==> src/rtl/alu_exec_unit.sv <==
// ALU execute unit: ALUOp/funct7/funct3 decode with a registered result stage
// and an optional iterative multiply/divide datapath (shift-add / restoring).
//
// state | meaning
// IDLE  | no iterative op running; pending single-cycle ops complete here
// ITER  | one multiply/divide step per cycle, XLEN cycles
// FIX   | sign correction and result select for the iterative op
module alu_exec_unit #(
    parameter int XLEN = 32,
    parameter bit EN_M = 1'b1
) (
    input  logic            clk_i,
    input  logic            reset_i,
    input  logic            start_i,
    input  logic [1:0]      alu_op_i,
    input  logic [6:0]      funct7_i,
    input  logic [2:0]      funct3_i,
    input  logic [XLEN-1:0] operand_a_i,
    input  logic [XLEN-1:0] operand_b_i,
    output logic [XLEN-1:0] result_o,
    output logic            zero_o,
    output logic            branch_taken_o,
    output logic            illegal_o,
    output logic            busy_o,
    output logic            done_o
);
    localparam int SH = $clog2(XLEN);

    typedef enum logic [1:0] {IDLE, ITER, FIX} state_t;

    state_t            state_q;
    logic [SH-1:0]     cnt_q;
    logic              pend_q;
    logic [1:0]        op_q;
    logic [6:0]        f7_q;
    logic [2:0]        f3_q;
    logic [XLEN-1:0]   a_q, b_q, dvs_q;
    logic [2*XLEN-1:0] acc_q;
    logic              neg_q;
    logic [XLEN-1:0]   result_q;
    logic              zero_q, br_q, ill_q, busy_q, done_q;

    logic [SH-1:0]     shamt;
    logic [XLEN-1:0]   base_res, alu_res, res_final;
    logic              ill, br, is_m, accept;

    // Decode of the captured op into a single-cycle result or an iterative request
    always_comb begin
        shamt    = b_q[SH-1:0];
        alu_res  = '0;
        ill      = 1'b0;
        br       = 1'b0;
        is_m     = 1'b0;
        base_res = '0;
        case (f3_q)
            3'b000: base_res = a_q + b_q;
            3'b001: base_res = a_q << shamt;
            3'b010: base_res = XLEN'($signed(a_q) < $signed(b_q));
            3'b011: base_res = XLEN'(a_q < b_q);
            3'b100: base_res = a_q ^ b_q;
            3'b101: base_res = a_q >> shamt;
            3'b110: base_res = a_q | b_q;
            default: base_res = a_q & b_q;
        endcase
        case (op_q)
            2'b00: alu_res = a_q + b_q;
            2'b01: begin
                alu_res = a_q - b_q;
                case (f3_q)
                    3'b000: br = (a_q == b_q);
                    3'b001: br = (a_q != b_q);
                    3'b100: br = ($signed(a_q) < $signed(b_q));
                    3'b101: br = ($signed(a_q) >= $signed(b_q));
                    3'b110: br = (a_q < b_q);
                    3'b111: br = (a_q >= b_q);
                    default: ill = 1'b1;
                endcase
            end
            2'b10: begin
                if (f7_q == 7'b0000000) begin
                    alu_res = base_res;
                end else if (f7_q == 7'b0100000) begin
                    if (f3_q == 3'b000)      alu_res = a_q - b_q;
                    else if (f3_q == 3'b101) alu_res = $unsigned($signed(a_q) >>> shamt);
                    else                     ill = 1'b1;
                end else if (EN_M && f7_q == 7'b0000001) begin
                    is_m = 1'b1;
                end else begin
                    ill = 1'b1;
                end
            end
            default: begin
                alu_res = base_res;
                if (f3_q == 3'b001 && f7_q != 7'b0000000) ill = 1'b1;
                if (f3_q == 3'b101) begin
                    if (f7_q == 7'b0100000)      alu_res = $unsigned($signed(a_q) >>> shamt);
                    else if (f7_q != 7'b0000000) ill = 1'b1;
                end
            end
        endcase
        if (ill) br = 1'b0;
        res_final = ill ? '0 : alu_res;
    end

    logic              sa, sb, a_neg, b_neg;
    logic [XLEN-1:0]   a_mag, b_mag;
    logic [XLEN:0]     mul_sum, div_part, div_diff;
    logic [2*XLEN-1:0] mul_next, div_next, prod;
    logic [XLEN-1:0]   quo, rem, fix_res;

    // Operand magnitudes, one iteration step, and the final sign fix-up
    always_comb begin
        sa       = (f3_q == 3'b001) || (f3_q == 3'b010) || (f3_q == 3'b100) || (f3_q == 3'b110);
        sb       = (f3_q == 3'b001) || (f3_q == 3'b100) || (f3_q == 3'b110);
        a_neg    = sa && a_q[XLEN-1];
        b_neg    = sb && b_q[XLEN-1];
        a_mag    = a_neg ? (~a_q + 1'b1) : a_q;
        b_mag    = b_neg ? (~b_q + 1'b1) : b_q;
        mul_sum  = {1'b0, acc_q[2*XLEN-1:XLEN]} + (acc_q[0] ? {1'b0, dvs_q} : '0);
        mul_next = {mul_sum, acc_q[XLEN-1:1]};
        div_part = acc_q[2*XLEN-1:XLEN-1];
        div_diff = div_part - {1'b0, dvs_q};
        div_next = div_diff[XLEN] ? {div_part[XLEN-1:0], acc_q[XLEN-2:0], 1'b0}
                                  : {div_diff[XLEN-1:0], acc_q[XLEN-2:0], 1'b1};
        prod     = neg_q ? (~acc_q + 1'b1) : acc_q;
        quo      = neg_q ? (~acc_q[XLEN-1:0] + 1'b1) : acc_q[XLEN-1:0];
        rem      = neg_q ? (~acc_q[2*XLEN-1:XLEN] + 1'b1) : acc_q[2*XLEN-1:XLEN];
        if (!f3_q[2])     fix_res = (f3_q[1:0] == 2'b00) ? prod[XLEN-1:0] : prod[2*XLEN-1:XLEN];
        else if (f3_q[1]) fix_res = rem;
        else              fix_res = quo;
    end

    // A pending iterative op must leave IDLE before another request is taken
    assign accept = start_i && !busy_q && !(pend_q && is_m);

    // Capture, FSM and registered outputs
    always_ff @(posedge clk_i or posedge reset_i) begin
        if (reset_i) begin
            state_q  <= IDLE;
            cnt_q    <= '0;
            pend_q   <= 1'b0;
            op_q     <= '0;
            f7_q     <= '0;
            f3_q     <= '0;
            a_q      <= '0;
            b_q      <= '0;
            dvs_q    <= '0;
            acc_q    <= '0;
            neg_q    <= 1'b0;
            result_q <= '0;
            zero_q   <= 1'b0;
            br_q     <= 1'b0;
            ill_q    <= 1'b0;
            busy_q   <= 1'b0;
            done_q   <= 1'b0;
        end else begin
            done_q <= 1'b0;
            pend_q <= accept;
            if (accept) begin
                op_q <= alu_op_i;
                f7_q <= funct7_i;
                f3_q <= funct3_i;
                a_q  <= operand_a_i;
                b_q  <= operand_b_i;
            end
            case (state_q)
                IDLE: begin
                    if (pend_q) begin
                        if (is_m) begin
                            state_q <= ITER;
                            busy_q  <= 1'b1;
                            cnt_q   <= SH'(XLEN-1);
                            if (f3_q[2]) begin
                                acc_q <= {{XLEN{1'b0}}, a_mag};
                                dvs_q <= b_mag;
                                neg_q <= f3_q[1] ? a_neg : ((a_neg ^ b_neg) && (b_q != '0));
                            end else begin
                                acc_q <= {{XLEN{1'b0}}, b_mag};
                                dvs_q <= a_mag;
                                neg_q <= a_neg ^ b_neg;
                            end
                        end else begin
                            result_q <= res_final;
                            zero_q   <= (res_final == '0);
                            br_q     <= br;
                            ill_q    <= ill;
                            done_q   <= 1'b1;
                        end
                    end
                end
                ITER: begin
                    acc_q <= f3_q[2] ? div_next : mul_next;
                    if (cnt_q == '0) state_q <= FIX;
                    else             cnt_q <= cnt_q - 1'b1;
                end
                FIX: begin
                    result_q <= fix_res;
                    zero_q   <= (fix_res == '0);
                    br_q     <= 1'b0;
                    ill_q    <= 1'b0;
                    done_q   <= 1'b1;
                    busy_q   <= 1'b0;
                    state_q  <= IDLE;
                end
                default: state_q <= IDLE;
            endcase
        end
    end

    assign result_o       = result_q;
    assign zero_o         = zero_q;
    assign branch_taken_o = br_q;
    assign illegal_o      = ill_q;
    assign busy_o         = busy_q;
    assign done_o         = done_q;
endmodule

==> config.mk <==
export PLATFORM = sky130hd
export DESIGN_NAME = alu_exec_unit
export DESIGN_NICKNAME = d
export VERILOG_FILES = /design/src/rtl/alu_exec_unit.sv
export SDC_FILE = /design/constraint.sdc
export NUM_CORES = 2
export LEC_CHECK = 0
export ABC_AREA = 1
export CELL_PAD_IN_SITES_DETAIL_PLACEMENT = 0
export CELL_PAD_IN_SITES_GLOBAL_PLACEMENT = 1
export CORE_MARGIN = 5
export CORE_UTILIZATION = 48
export CTS_BUF_LIST = sky130_fd_sc_hd__clkbuf_4 sky130_fd_sc_hd__clkbuf_8
export DETAILED_ROUTE_END_ITERATION = 10
export HOLD_SLACK_MARGIN = 0.12
export MAX_ROUTING_LAYER = met4
export PLACE_DENSITY_LB_ADDON = 0.1
export SKIP_CTS_REPAIR_TIMING = 1
export SYNTH_ARGS = -nofsm -noshare
export SYNTH_HDL_FRONTEND = slang
export SYNTH_SLANG_ARGS = --single-unit
==> constraint.sdc <==
create_clock -name clk_i -period 19.1 [get_ports clk_i]
set_clock_uncertainty 0.1 [all_clocks]
set_input_delay 2.865 -clock clk_i [delete_from_list [all_inputs] [get_ports clk_i]]
set_output_delay 2.865 -clock clk_i [all_outputs]
set_load 0.01 [all_outputs]
# Yosys cells after proc, flatten, opt, wreduce, memory -nomap -nowiden
# Cells that the tools add are included.
[classes]
add_sub_neg = 10
n_lt_le_gt_ge = 4
eq_ne = 20
n_shift = 3
mux = 71
bitwise = 9
reduce_logical = 33
[ops]
columns = ["op", "count"]
rows = [
  ["$mux W32", 19],
  ["$mux W64", 5],
  ["$pmux W32 S7", 1],
  ["$add A32 B1 Y32 const B", 4],
  ["$not A32 Y32", 4],
  ["$pmux W64 S2", 1],
  ["$pmux W32 S3", 1],
  ["$add A64 B1 Y64 const B", 1],
  ["$ge A32 B32 Y1", 2],
  ["$logic_not A32 Y1", 2],
  ["$lt A32 B32 Y1", 2],
  ["$not A64 Y64", 1],
  ["$pmux W32 S2", 1],
  ["$add A32 B32 Y33", 1],
  ["$sub A33 B32 Y33", 1],
  ["$add A32 B32 Y32", 1],
  ["$and A32 B32 Y32", 1],
  ["$eq A32 B32 Y1", 1],
  ["$ne A32 B32 Y1", 1],
  ["$or A32 B32 Y32", 1],
  ["$reduce_bool A32 Y1", 1],
  ["$shl A32 B5 Y32", 1],
  ["$shr A32 B5 Y32", 1],
  ["$sshr A32 B5 Y32", 1],
  ["32 further kinds", 95],
]
[totals]
reg_bits = 218
inputBits = 79
out_inout_bits = 37
wordCells = 167

# Longest topological paths before layout
[depth]
word_depth = 12
ltp_mapped = 27

# Worst setup path after synthesis
# No wires, ideal clock.
[synth_timing]
path_type = "in2reg"
from = "input start_i"
to = "register a_q[31]"
setup_ns = 0.083
arrival_time_ns = 3.839
t_required_ns = 18.917
slack_ns = 15.077
stages = 8
cell_sequence = "inv_1 nor2_1 nand2_1 inv_1 clkbuf_1 clkbuf_1 nand2_1 o21ai_0"
[synth_between]
elab_chain_len = 2
[synth_lines]
columns = ["element", "line", "rtl"]
rows = [
  ["start: declaration", "14", "input logic start_i,"],
  ["$logic_and A1 B1 Y1 (2 in a row)", "134", "assign accept = start_i && !busy_q && !(pend_q && is_m);"],
  ["end signal: assignment", "163", "a_q <= operand_a_i;"],
  ["end: declaration", "37", "logic [XLEN-1:0] a_q, b_q, dvs_q;"],
]
# Every way passes these cells.
# A chain may end at the register's enable or synchronous reset.

# Final worst setup path
[layout_timing]
from = "register f3_q[2]"
to = "register zero_q, in the netlist zero_o"
[layout_between]
elab_chain_len = 12
elab_cells_between_ends = 35
[layout_lines]
columns = ["element", "line", "rtl"]
rows = [
  ["start: declaration", "36", "logic [2:0] f3_q;"],
  ["start signal: assignment", "162", "f3_q <= funct3_i;"],
  ["$eq A3 B1 Y1", "55, 69, 94", ""],
  ["$logic_and A1 B1 Y1", "94", "if (f3_q == 3'b001 && f7_q != 7'b0000000) ill = 1'b1;"],
  ["$mux W1", "94", ""],
  ["$mux W1", "97", "else if (f7_q != 7'b0000000) ill = 1'b1;"],
  ["$mux W1", "96", "if (f7_q == 7'b0100000) alu_res = $unsigned($signed(a_q) >>> shamt);"],
  ["$mux W1", "95", "if (f3_q == 3'b101) begin"],
  ["$pmux W1 S3", "65", "case (op_q)"],
  ["$mux W32", "102", "res_final = ill ? '0 : alu_res;"],
  ["$logic_not A32 Y1", "184", "zero_q <= (res_final == '0);"],
  ["$mux W1", "169", "if (is_m) begin"],
  ["$mux W1", "168", "if (pend_q) begin"],
  ["$pmux W1 S2 (*)", "166", "case (state_q)"],
  ["end signal: assignment", "184", ""],
  ["end signal: assignment", "198", "zero_q <= (fix_res == '0);"],
  ["end: declaration", "41", "logic zero_q, br_q, ill_q, busy_q, done_q;"],
]
# Every way passes the cells marked *; elsewhere a longest branch is shown, timed or not. The select of a mux whose other input is x is not followed.

==> run metrics <==
Setup TNS=0 ns; share of cells above drive strength 1=0.0489; drt total wl=167000 um; routed length per placed instance=27.2 um; Hold Slack=0.385 ns; Post-synth top flop=dfrtp_1; Mapped Nets=5545; Yosys cell types=67; number of buffers created by CTS=44; GP Congestion=1.15; die area=0.0683 mm^2; Setup violations, final=0; CP max stage cell=dfrtp_4; Port Buffers=115; NumNets Final=5513; final instance area=0.0329 mm^2; max_slew headroom=0.251; Vias/cell=6.27; Async SR Flop Fraction=1.00; final slew viol count=0; initial DRC count=6197; synth top area cells=nand2_1 19%, dfrtp_1 18%, nand3_1 13%; Crit. End Element=register; CTS Sinks=218; sequence of cells on the critical path=buf_4 -> nand2_2 -> inv_2 -> nand2_1 -> buf_4 -> o221ai_1 -> nand3b_1 -> nor2_1 -> nand2_1 -> nand3_1 -> nand2_1 -> nand3_1 -> nand2_1 -> nor2_1 -> nand3_1 -> nor2_1 -> nand3_1 -> a21oi_2; CTS tree=done; Buf/Inv on CP=3; Post-DP Area=0.0318 mm^2; Layout area overhead=8.51%; Clock Tree Buf Depth=3; Seq/Total Area, Yosys=0.180; min Tclk post-route=5.21 ns; VDD IR max=0.000159 V; post-DP HPWL=128000 um; Synth area leader=nand2_1; ANT nets after route=0; worst skew pair latency=0.68 ns; largest net degree at the start of global routing=82; ratio of final minimum period to clock period=0.273; Pre-Repair DR Iteration Count=8; Post-Syn Area=0.0303 mm^2; post-synth top area share=0.189; row count=92; via count=38500; clock-pin transition on the worst setup and hold timing paths=0.06 ns; cells after synthesis=5295; Power Density=177 mW/mm^2; GRT Residual Overflow=0; Total Routing Usage GR=0.485; Lkg Pwr=0.0167 uW; critical path peak fanout=68; chip width=261 um; flops & latches, synth=218; worst slew pin tran=1.12 ns; # IOs=116; Post-synth EDFFs=0; status=finished clean; H-tree Lvls=2; Setup WS pre-CTS=13.79 ns; Arrival @ worst endpoint=5.67 ns; Initial Util=0.482; Fillers=6946; Worst EP required=19.56 ns; syn_area_per_cell=5.72 um^2; first-pass GRT wire length=240000 um; kind of critical path=reg2reg; Max Cap Viol=0; Core Area=0.0629 mm^2; Synth warnings=0; RSZ-0062 raised after global routing=no; number of global-route vias before repair=35700; initial antenna violation count=8; Root Buffer=clkbuf_8; Hold Path Class=reg2reg; Top delay family on crit path=simple AND/OR/NAND/NOR gates; worst setup margin=13.89 ns; largest stage delay on the critical path=0.96 ns; Die Y=261 um; final hold viol count=0; Fmax=192 MHz; DRC viols=0; crit start category=register
==> logic make-up (layout without fill, tap and decap cells) <==
logic type	Yosys count	after routing	synth area share
adders and majority gates	171	171	0.0716
and+or+nand+nor	3001	3001	0.427
other	0	7	0
DFF	218	218	0.180
buffers and inverters	834	835	0.109
AOI/OAI and AO/OA	937	937	0.173
xor gates and xnor gates	134	134	0.0387
==> power by group <==
group,internal (uW),switching (uW),leakage (uW)
clock,328,259,0.000521
sequential,595,280,0.00283
combinational,1190,3150,0.0134
==> routing by layer <==
metal	GRT usage	vias up	wire length [um]
li1	-	17400	-
met1	0.584	17600	61300
met2	0.707	2755	69700
met3	0.109	749	19700
met4	0.362	0	16600
met5	-	-	0
==> sequential cells by signal (all words and copies together) (netlist names), 2 cells and up <==
signal	cells
a_q	32
acc_q	64
b_q	32
cnt_q	5
dvs_q	32
f3_q	3
f7_q	7
op_q	2
result_o	32
state_q	2
==> synthesized netlist by cell type, drive strengths merged, types with 3 or more instances <==
master,n
a31oi,16
o22ai,32
a21o,3
clkinv,6
o41ai,3
fa,4
o21a,3
nand3b,14
a211oi,6
nand2,1537
nor2,499
a21oi,296
inv,590
or2,22
nor3,49
o221ai,33
and3,6
nand4,68
a2bb2oi,3
clkbuf,128
o2111ai,4
o21ai,437
o31ai,4
nand3,789
a221oi,3
buf,110
a21boi,7
xor2,119
dfrtp,218
o21bai,13
and2,8
xnor2,15
ha,167
nor4,6
o211ai,57
a22oi,11
==> cell type report <==
type,count,area (um^2),area share
Clock buffer,67,853,0.0260
Clock inverter,12,163,0.00495
Inverter,596,2260,0.0686
Sequential cell,218,5460,0.166
Multi-Input combinational cell,4243,21600,0.656
Tap cell,846,1060,0.0322
Antenna cell,7,17.5,0.000533
Timing Repair Buffer,160,1490,0.0453
==> worst register-to-register path, delay by kind of cell (launching register included) <==
family                 cells  cell delay (ns)
AND/OR/NAND/NOR           13             1.84
AO/OA/AOI/OAI              2             0.88
flip-flops                 1             0.96
buffers and inverters      3             1.33
==> path summary, 6_finish.rpt <==
check	from	endpoint	slack [ns]	cells after the start
setup / recovery	f3_q[2]$_DFFE_PP0P_	zero_o$_DFFE_PP0P_	13.89	18
hold / removal	result_o[8]$_DFFE_PP0P_	result_o[8]$_DFFE_PP0P_	0.39	2
setup reg to reg	f3_q[2]$_DFFE_PP0P_	zero_o$_DFFE_PP0P_	13.89	18
hold reg to reg	result_o[8]$_DFFE_PP0P_	result_o[8]$_DFFE_PP0P_	0.39	2
max in group asynchronous	reset_i	f3_q[2]$_DFFE_PP0P_	14.65	3
min in group asynchronous	reset_i	a_q[3]$_DFFE_PP0P_	2.57	2
==> placed cells by master, fill, tap and decap left out, types with 57 or more instances in the layout <==
cell,instances
dfrtp_1,213
nand2_1,1523
nand3_1,779
a21oi_1,294
inv_1,557
nor2_1,471
o21ai_0,401
clkdlybuf4s50_1,115
o211ai_1,57
nand4_1,68
xor2_1,119
ha_1,167
==> through the flow <==
stage	power, uW	util	instances
detailed placement	4960	0.507	6063
global route	6090	0.523	6149
global placement	4960	0.507	6063
finish	5810	0.523	6149
CTS	5560	0.523	6142
floorplan	3480	-	5295
Note: power is estimated with default switching activity, not from simulation.
